$ cat src/rtl/light_pkg.sv
// Shared definitions for the running-light control and pattern stages:
// pattern-select encodings, default timing constants and the mode sequence.
package light_pkg;

    localparam int DB_CNT_DFLT   = 1_000_000;
    localparam int DIV_SLOW_DFLT = 25_000_000;
    localparam int DIV_FAST_DFLT = 6_250_000;

    localparam logic [1:0] MODE_ALT  = 2'b00;
    localparam logic [1:0] MODE_FILL = 2'b01;
    localparam logic [1:0] MODE_CONV = 2'b10;

    typedef enum logic [1:0] {
        ST_ALT  = 2'b00,
        ST_FILL = 2'b01,
        ST_CONV = 2'b10
    } mode_t;

    // Mode sequence; the unused 11 encoding falls back to ALT.
    function automatic mode_t next_mode(input mode_t cur);
        case (cur)
            ST_ALT:  next_mode = ST_FILL;
            ST_FILL: next_mode = ST_CONV;
            ST_CONV: next_mode = ST_ALT;
            default: next_mode = ST_ALT;
        endcase
    endfunction

endpackage

$ cat src/rtl/light_mode_ctrl_if.sv
// Key inputs and pattern-stage control outputs of the light mode controller.
interface light_mode_ctrl_if;
    import light_pkg::*;

    logic       key_mode;
    logic       key_speed;
    logic [1:0] sel;
    logic       step;
    logic       pat_rst;
    logic       fast;

    modport master (
        output key_mode, key_speed,
        input  sel, step, pat_rst, fast
    );

    modport slave (
        input  key_mode, key_speed,
        output sel, step, pat_rst, fast
    );

endinterface

$ cat src/rtl/key_debounce.sv
// One raw active-low push-button: 2-FF synchronizer, stability debounce and
// a single-cycle press pulse on the accepted 1->0 transition.
module key_debounce
    import light_pkg::*;
#(
    parameter int DB_CNT = DB_CNT_DFLT
) (
    input  logic clk,
    input  logic rst,
    input  logic key,
    output logic press
);

    localparam int             CW       = (DB_CNT > 1) ? $clog2(DB_CNT) : 1;
    localparam logic [CW-1:0]  CNT_LAST = CW'(DB_CNT - 1);
    localparam logic [CW-1:0]  CNT_ONE  = CW'(1);

    logic          sync1_r;
    logic          sync2_r;
    logic          level_r;
    logic          press_r;
    logic [CW-1:0] cnt_r;

    // Synchronize, count stable cycles of a differing level, accept and flag presses.
    always_ff @(posedge clk or negedge rst) begin
        if (!rst) begin
            sync1_r <= 1'b1;
            sync2_r <= 1'b1;
            level_r <= 1'b1;
            press_r <= 1'b0;
            cnt_r   <= {CW{1'b0}};
        end else begin
            sync1_r <= key;
            sync2_r <= sync1_r;
            press_r <= 1'b0;
            if (sync2_r == level_r) begin
                cnt_r <= {CW{1'b0}};
            end else if (cnt_r == CNT_LAST) begin
                cnt_r   <= {CW{1'b0}};
                level_r <= sync2_r;
                // Only a released->pressed acceptance counts as an event.
                press_r <= level_r;
            end else begin
                cnt_r <= cnt_r + CNT_ONE;
            end
        end
    end

    assign press = press_r;

endmodule

$ cat src/rtl/light_mode_ctrl.sv
// Control stage for the running-light generator: pattern-select FSM, speed
// toggle, step-strobe divider and the pattern reset pulse.
module light_mode_ctrl
    import light_pkg::*;
#(
    parameter int DB_CNT   = DB_CNT_DFLT,
    parameter int DIV_SLOW = DIV_SLOW_DFLT,
    parameter int DIV_FAST = DIV_FAST_DFLT
) (
    input  logic              clk,
    input  logic              rst,
    light_mode_ctrl_if.slave  bus
);

    localparam int            DW        = $clog2(DIV_SLOW);
    localparam logic [DW-1:0] SLOW_LAST = DW'(DIV_SLOW - 1);
    localparam logic [DW-1:0] FAST_LAST = DW'(DIV_FAST - 1);
    localparam logic [DW-1:0] DIV_ONE   = DW'(1);

    mode_t         mode_r;
    logic          pat_rst_r;
    logic          init_r;
    logic          fast_r;
    logic          step_r;
    logic [DW-1:0] div_cnt_r;

    logic          mode_ev_s;
    logic          speed_ev_s;
    logic          clear_s;
    logic          wrap_s;
    logic [DW-1:0] div_last_s;

    key_debounce #(.DB_CNT(DB_CNT)) u_db_mode (
        .clk   (clk),
        .rst   (rst),
        .key   (bus.key_mode),
        .press (mode_ev_s)
    );

    key_debounce #(.DB_CNT(DB_CNT)) u_db_speed (
        .clk   (clk),
        .rst   (rst),
        .key   (bus.key_speed),
        .press (speed_ev_s)
    );

    // Divider terminal count for the current speed and the shared clear condition.
    always_comb begin
        div_last_s = SLOW_LAST;
        if (fast_r) begin
            div_last_s = FAST_LAST;
        end else begin
            div_last_s = SLOW_LAST;
        end
        clear_s = mode_ev_s | speed_ev_s;
        wrap_s  = (div_cnt_r == div_last_s);
    end

    // Mode FSM; pat_rst is held through the first edge after reset and pulses on each mode change.
    always_ff @(posedge clk or negedge rst) begin
        if (!rst) begin
            mode_r    <= ST_ALT;
            pat_rst_r <= 1'b1;
            init_r    <= 1'b0;
        end else begin
            init_r    <= 1'b1;
            pat_rst_r <= mode_ev_s | ~init_r;
            case (mode_r)
                ST_ALT, ST_FILL, ST_CONV: begin
                    if (mode_ev_s) begin
                        mode_r <= next_mode(mode_r);
                    end else begin
                        mode_r <= mode_r;
                    end
                end
                default: mode_r <= ST_ALT;
            endcase
        end
    end

    // Speed toggle and step divider; any key event restarts the step period from zero.
    always_ff @(posedge clk or negedge rst) begin
        if (!rst) begin
            fast_r    <= 1'b0;
            step_r    <= 1'b0;
            div_cnt_r <= {DW{1'b0}};
        end else begin
            if (speed_ev_s) begin
                fast_r <= ~fast_r;
            end else begin
                fast_r <= fast_r;
            end
            if (clear_s || wrap_s) begin
                div_cnt_r <= {DW{1'b0}};
            end else begin
                div_cnt_r <= div_cnt_r + DIV_ONE;
            end
            // A clear also lands on every pat_rst cycle, so step never coincides with it.
            step_r <= wrap_s & ~clear_s & init_r;
        end
    end

    assign bus.sel     = mode_r;
    assign bus.step    = step_r;
    assign bus.pat_rst = pat_rst_r;
    assign bus.fast    = fast_r;

endmodule

$ cat src/flat_wrapper.sv
// flat-port wrapper written by rule: the top's interface ports become plain ports
module light_mode_ctrl_flat import light_pkg::*;
#(
    parameter int DB_CNT   = DB_CNT_DFLT,
    parameter int DIV_SLOW = DIV_SLOW_DFLT,
    parameter int DIV_FAST = DIV_FAST_DFLT
)
  (clk, rst, bus_key_mode, bus_key_speed, bus_sel, bus_step, bus_pat_rst, bus_fast);
  light_mode_ctrl_if bus_i ();
  input  logic clk;
  input  logic rst;
  input wire logic [$bits(bus_i.key_mode)-1:0] bus_key_mode;
  input wire logic [$bits(bus_i.key_speed)-1:0] bus_key_speed;
  output wire logic [$bits(bus_i.sel)-1:0] bus_sel;
  output wire logic [$bits(bus_i.step)-1:0] bus_step;
  output wire logic [$bits(bus_i.pat_rst)-1:0] bus_pat_rst;
  output wire logic [$bits(bus_i.fast)-1:0] bus_fast;
  assign bus_i.key_mode = bus_key_mode;
  assign bus_i.key_speed = bus_key_speed;
  assign bus_sel = bus_i.sel;
  assign bus_step = bus_i.step;
  assign bus_pat_rst = bus_i.pat_rst;
  assign bus_fast = bus_i.fast;
  light_mode_ctrl #(.DB_CNT(DB_CNT), .DIV_SLOW(DIV_SLOW), .DIV_FAST(DIV_FAST)) u_core (.clk(clk), .rst(rst), .bus(bus_i));
endmodule
$ cat config.mk
export PLATFORM = sky130hd
export DESIGN_NAME = light_mode_ctrl_flat
export DESIGN_NICKNAME = d
export VERILOG_FILES = /design/src/rtl/light_pkg.sv /design/src/rtl/light_mode_ctrl_if.sv /design/src/rtl/key_debounce.sv /design/src/rtl/light_mode_ctrl.sv /design/src/flat_wrapper.sv
export SDC_FILE = /design/constraint.sdc
export NUM_CORES = 1
export LEC_CHECK = 0
export CORE_UTILIZATION = 50
export CTS_CLUSTER_SIZE = 28
export DETAILED_ROUTE_END_ITERATION = 12
export HOLD_SLACK_MARGIN = 0.12
export PLACE_DENSITY = 0.78
export SETUP_SLACK_MARGIN = 0.2
export SLEW_MARGIN = 20
export SYNTH_ARGS = -nofsm -noshare
export SYNTH_HDL_FRONTEND = slang
export SYNTH_SLANG_ARGS = --single-unit
$ cat constraint.sdc
create_clock -name clk -period 2 [get_ports clk]
set_input_delay 0.2 -clock clk [delete_from_list [all_inputs] [get_ports clk]]
set_output_delay 0.2 -clock clk [all_outputs]
set_load 0.01 [all_outputs]
==> results_dict.tcl <==
set metrics [dict create \
    drt-wirelength-per-cell_um 15.9 \
    synthDominantCellAreaShare 0.473 \
    cp.required_ps 2290 \
    portBuffers 8 \
    synth_cell_types 42 \
    endpoint_kind "register" \
    yosys-top-cells-count "dfrtp_1 (72), nor2_1 (44), a21oi_1 (24), nand3_1 (24), xnor2_1 (24)" \
    finalInstanceArea_um2 4720 \
    powerDensity_nw_per_um2 629 \
    rsz0062_at_grt "yes" \
    track_usage 0.221 \
    tightest_slew_ps 521 \
    postSynth.asyncResetShare 1.00 \
    cts_tree "built" \
    cts.sinks 79 \
    antenna_found_initial 0 \
    ir_worst_vdd_mv 0.388 \
    coreArea_um2 7330 \
    clk-insertion-delay-late_ps 360 \
    r2r_start "u_core.u_db_mode.cnt_r[1]$_DFF_PN0_" \
    cpPeakStageDelay_ps 490 \
    cts_buffers 9 \
    htree_levels 3 \
    status "finished, final reports clean" \
    final-hold-violation-count 0 \
    critPathKind "register to register" \
    slew_violations 0 \
    holdWs_ps 241 \
    p_leak_nw 1.89 \
    crit_start "u_core.u_db_mode.cnt_r[1]$_DFF_PN0_" \
    crit_fanout 8 \
    die_w_um 89.3 \
    maxCapViolCount 0 \
    dpl.hpwl_mm 4.99 \
    finalSetupViolations 0 \
    setup_tns_ps 0 \
    grt_pass1_vias 2971 \
    area_delta_synth_final_pct 23.9 \
    grt-ovfl-total 0 \
    crit_path_start_kind "register" \
    drtPass1Iterations 4 \
    placed_cell_area_um2 4200 \
    grt_max_degree 41 \
    nets 436 \
    max_freq_mhz 516 \
    clk_pin_slew_worst_paths_ps 80 \
    crit_arrival_ps 2220 \
    yosys_warnings 0 \
    finalCriticalPeriod_ps 1940 \
    postSynthCellCount 379 \
    vias 3134 \
    yosysSeqAreaShare 0.521 \
    cts.path.max_buffers 2 \
    start_util 0.520 \
    antenna_left 0 \
    finalCritPeriodShare 0.968 \
    yosysMostFrequentCell "dfrtp_1" \
    row_count 31 \
    drcViolationCount 0 \
    yosys.area.top_type "dfrtp_1" \
    fin_util 0.644 \
    dr.first_iter.drc_count 155 \
    synth_nets 386 \
    slew_headroom 0.653 \
    ys_top_cells_by_area "dfrtp_1 (47%), xnor2_1 (5.5%), dfstp_2 (4.8%)" \
    gp_congestion 0.863 \
    synth_enable_flop_cells 0 \
    skew_ps 11.2 \
    grt_pass1_wl_mm 13.3 \
    avgViaCountPerCell 5.88 \
    die_area_um2 7980 \
    clockRootBuffer "clkbuf_8" \
    io_pins 9 \
    cp_cell_sequence "ha_4 > nand2_1 > or4_4 > or4_1 > a21oi_1" \
    n_antenna_cell 0 \
    syn_area_um2 3810 \
    drive_gt1_frac 0.230 \
    hold_start "bus_key_speed" \
    synthFlopType "dfrtp_1" \
    die_h_um 89.3 \
    cpMaxStageDelayCell "or4_1" \
    hp-class "input pin to register" \
    syn_avg_cell_area_um2 10.1 \
    ys_seq_elements 79 \
    postRouteWirelength_mm 8.46 \
]
cell usage in the layout, fill, tap and decap left out, drive strengths merged, types with 3 or more instances in the layout:
master,count
a21oi,24
or4b,6
clkdlybuf4s50,7
buf,44
ha,3
and4,4
nand2b,4
and2,3
o31ai,16
o21ai,9
inv,15
nor4,10
nand2,20
nand4,13
nor2,44
clkbuf,12
or3,10
or4,15
dfstp,7
xnor2,24
nor3,10
dfrtp,72
xor2,15
nand3,25
clkinv,3
stage by stage:
| step | setup slack [ps] | total power, mW | instances |
|---|---|---|---|
| floorplan | 76.9 | 1.69 | 379 |
| global placement | 92.4 | 1.75 | 494 |
| detailed placement | 16.6 | 1.76 | 494 |
| CTS | 137 | 2.97 | 528 |
| global route | 8.06 | 3.09 | 533 |
| finish | 63.9 | 2.97 | 533 |
flip-flops by register name, summed over array words and instances (netlist names):
register                   flops
u_core.u_db_mode.sync2_r       1
u_core.u_db_speed.cnt_r       20
u_core.u_db_speed.level_r      1
u_core.bus.fast                1
u_core.u_db_mode.press         1
u_core.bus.pat_rst             1
u_core.u_db_speed.press        1
u_core.u_db_mode.level_r       1
u_core.bus.sel                 2
u_core.u_db_mode.sync1_r       1
u_core.div_cnt_r              25
u_core.init_r                  1
u_core.u_db_speed.sync1_r      1
u_core.u_db_speed.sync2_r      1
u_core.u_db_mode.cnt_r        20
u_core.bus.step                1
final cells by class:
| class | instances | area, µm² |
|---|---|---|
| timing repair buffer | 52 | 482 |
| multi-input combinational | 272 | 1870 |
| sequential | 79 | 1990 |
| clock inverter | 4 | 45.0 |
| clock buffer | 12 | 155 |
| fill | 547 | 2610 |
| tap | 99 | 124 |
| inverter | 15 | 56.3 |
critical path: cells and delay by family (launching register included):
kind / cells / cell delay (ps)
simple gates: 3 / 1070
flops: 1 / 440
fa+ha+maj: 1 / 190
compound gates: 1 / 170
worst paths after layout:
path | slack, ps | endpoint | cells after the start
max | 60 | u_core.u_db_mode.cnt_r[18]$_DFF_PN0_ | 5
min | 240 | u_core.u_db_speed.sync1_r$_DFF_PN1_ | 1
max reg2reg | 60 | u_core.u_db_mode.cnt_r[18]$_DFF_PN0_ | 5
min reg2reg | 360 | u_core.u_db_mode.sync2_r$_DFF_PN1_ | 0
max in group asynchronous | 1010 | u_core.u_db_mode.level_r$_DFFE_PN1P_ | 3
min in group asynchronous | 340 | u_core.div_cnt_r[14]$_DFF_PN0_ | 2
where the power goes:
| part | internal (mW) | switching [mW] |
|---|---|---|
| Sequential | 1.62 | 0.0131 |
| Combinational | 0.0565 | 0.0764 |
| Clock | 0.639 | 0.573 |
| Total | 2.31 | 0.662 |
repair_timing:
item,in CTS,in global routing
pin swaps,4,7
endpoints found under the hold margin,37,0
resized for setup,12,22
cloned,2,2
hold buffers,1,0
endpoints found under the setup margin,58,66
buffers inserted,15,3
cell families after synthesis:
kind of cell	after synthesis	share of synthesized area
flip-flops	79	0.521
adder cells (fa/ha/maj)	3	0.00985
multiplexers	2	0.00591
AO/OA/AOI/OAI	53	0.0870
other	1	0.000984
AND/OR/NAND/NOR	174	0.255
XOR/XNOR	39	0.0896
buffers and inverters	28	0.0305
per-layer routing:
metal | part of all wire | vias to the layer above | track usage
li1 | - | 1470 | -
met1 | 0.44 | 1545 | 0.272
met3 | 0.043 | 30 | 0.0406
met4 | 0.037 | 0 | 0.128
met5 | 0 | - | 0
met2 | 0.48 | 89 | 0.364
No activity file was read; power rests on OpenSTA's default activity.
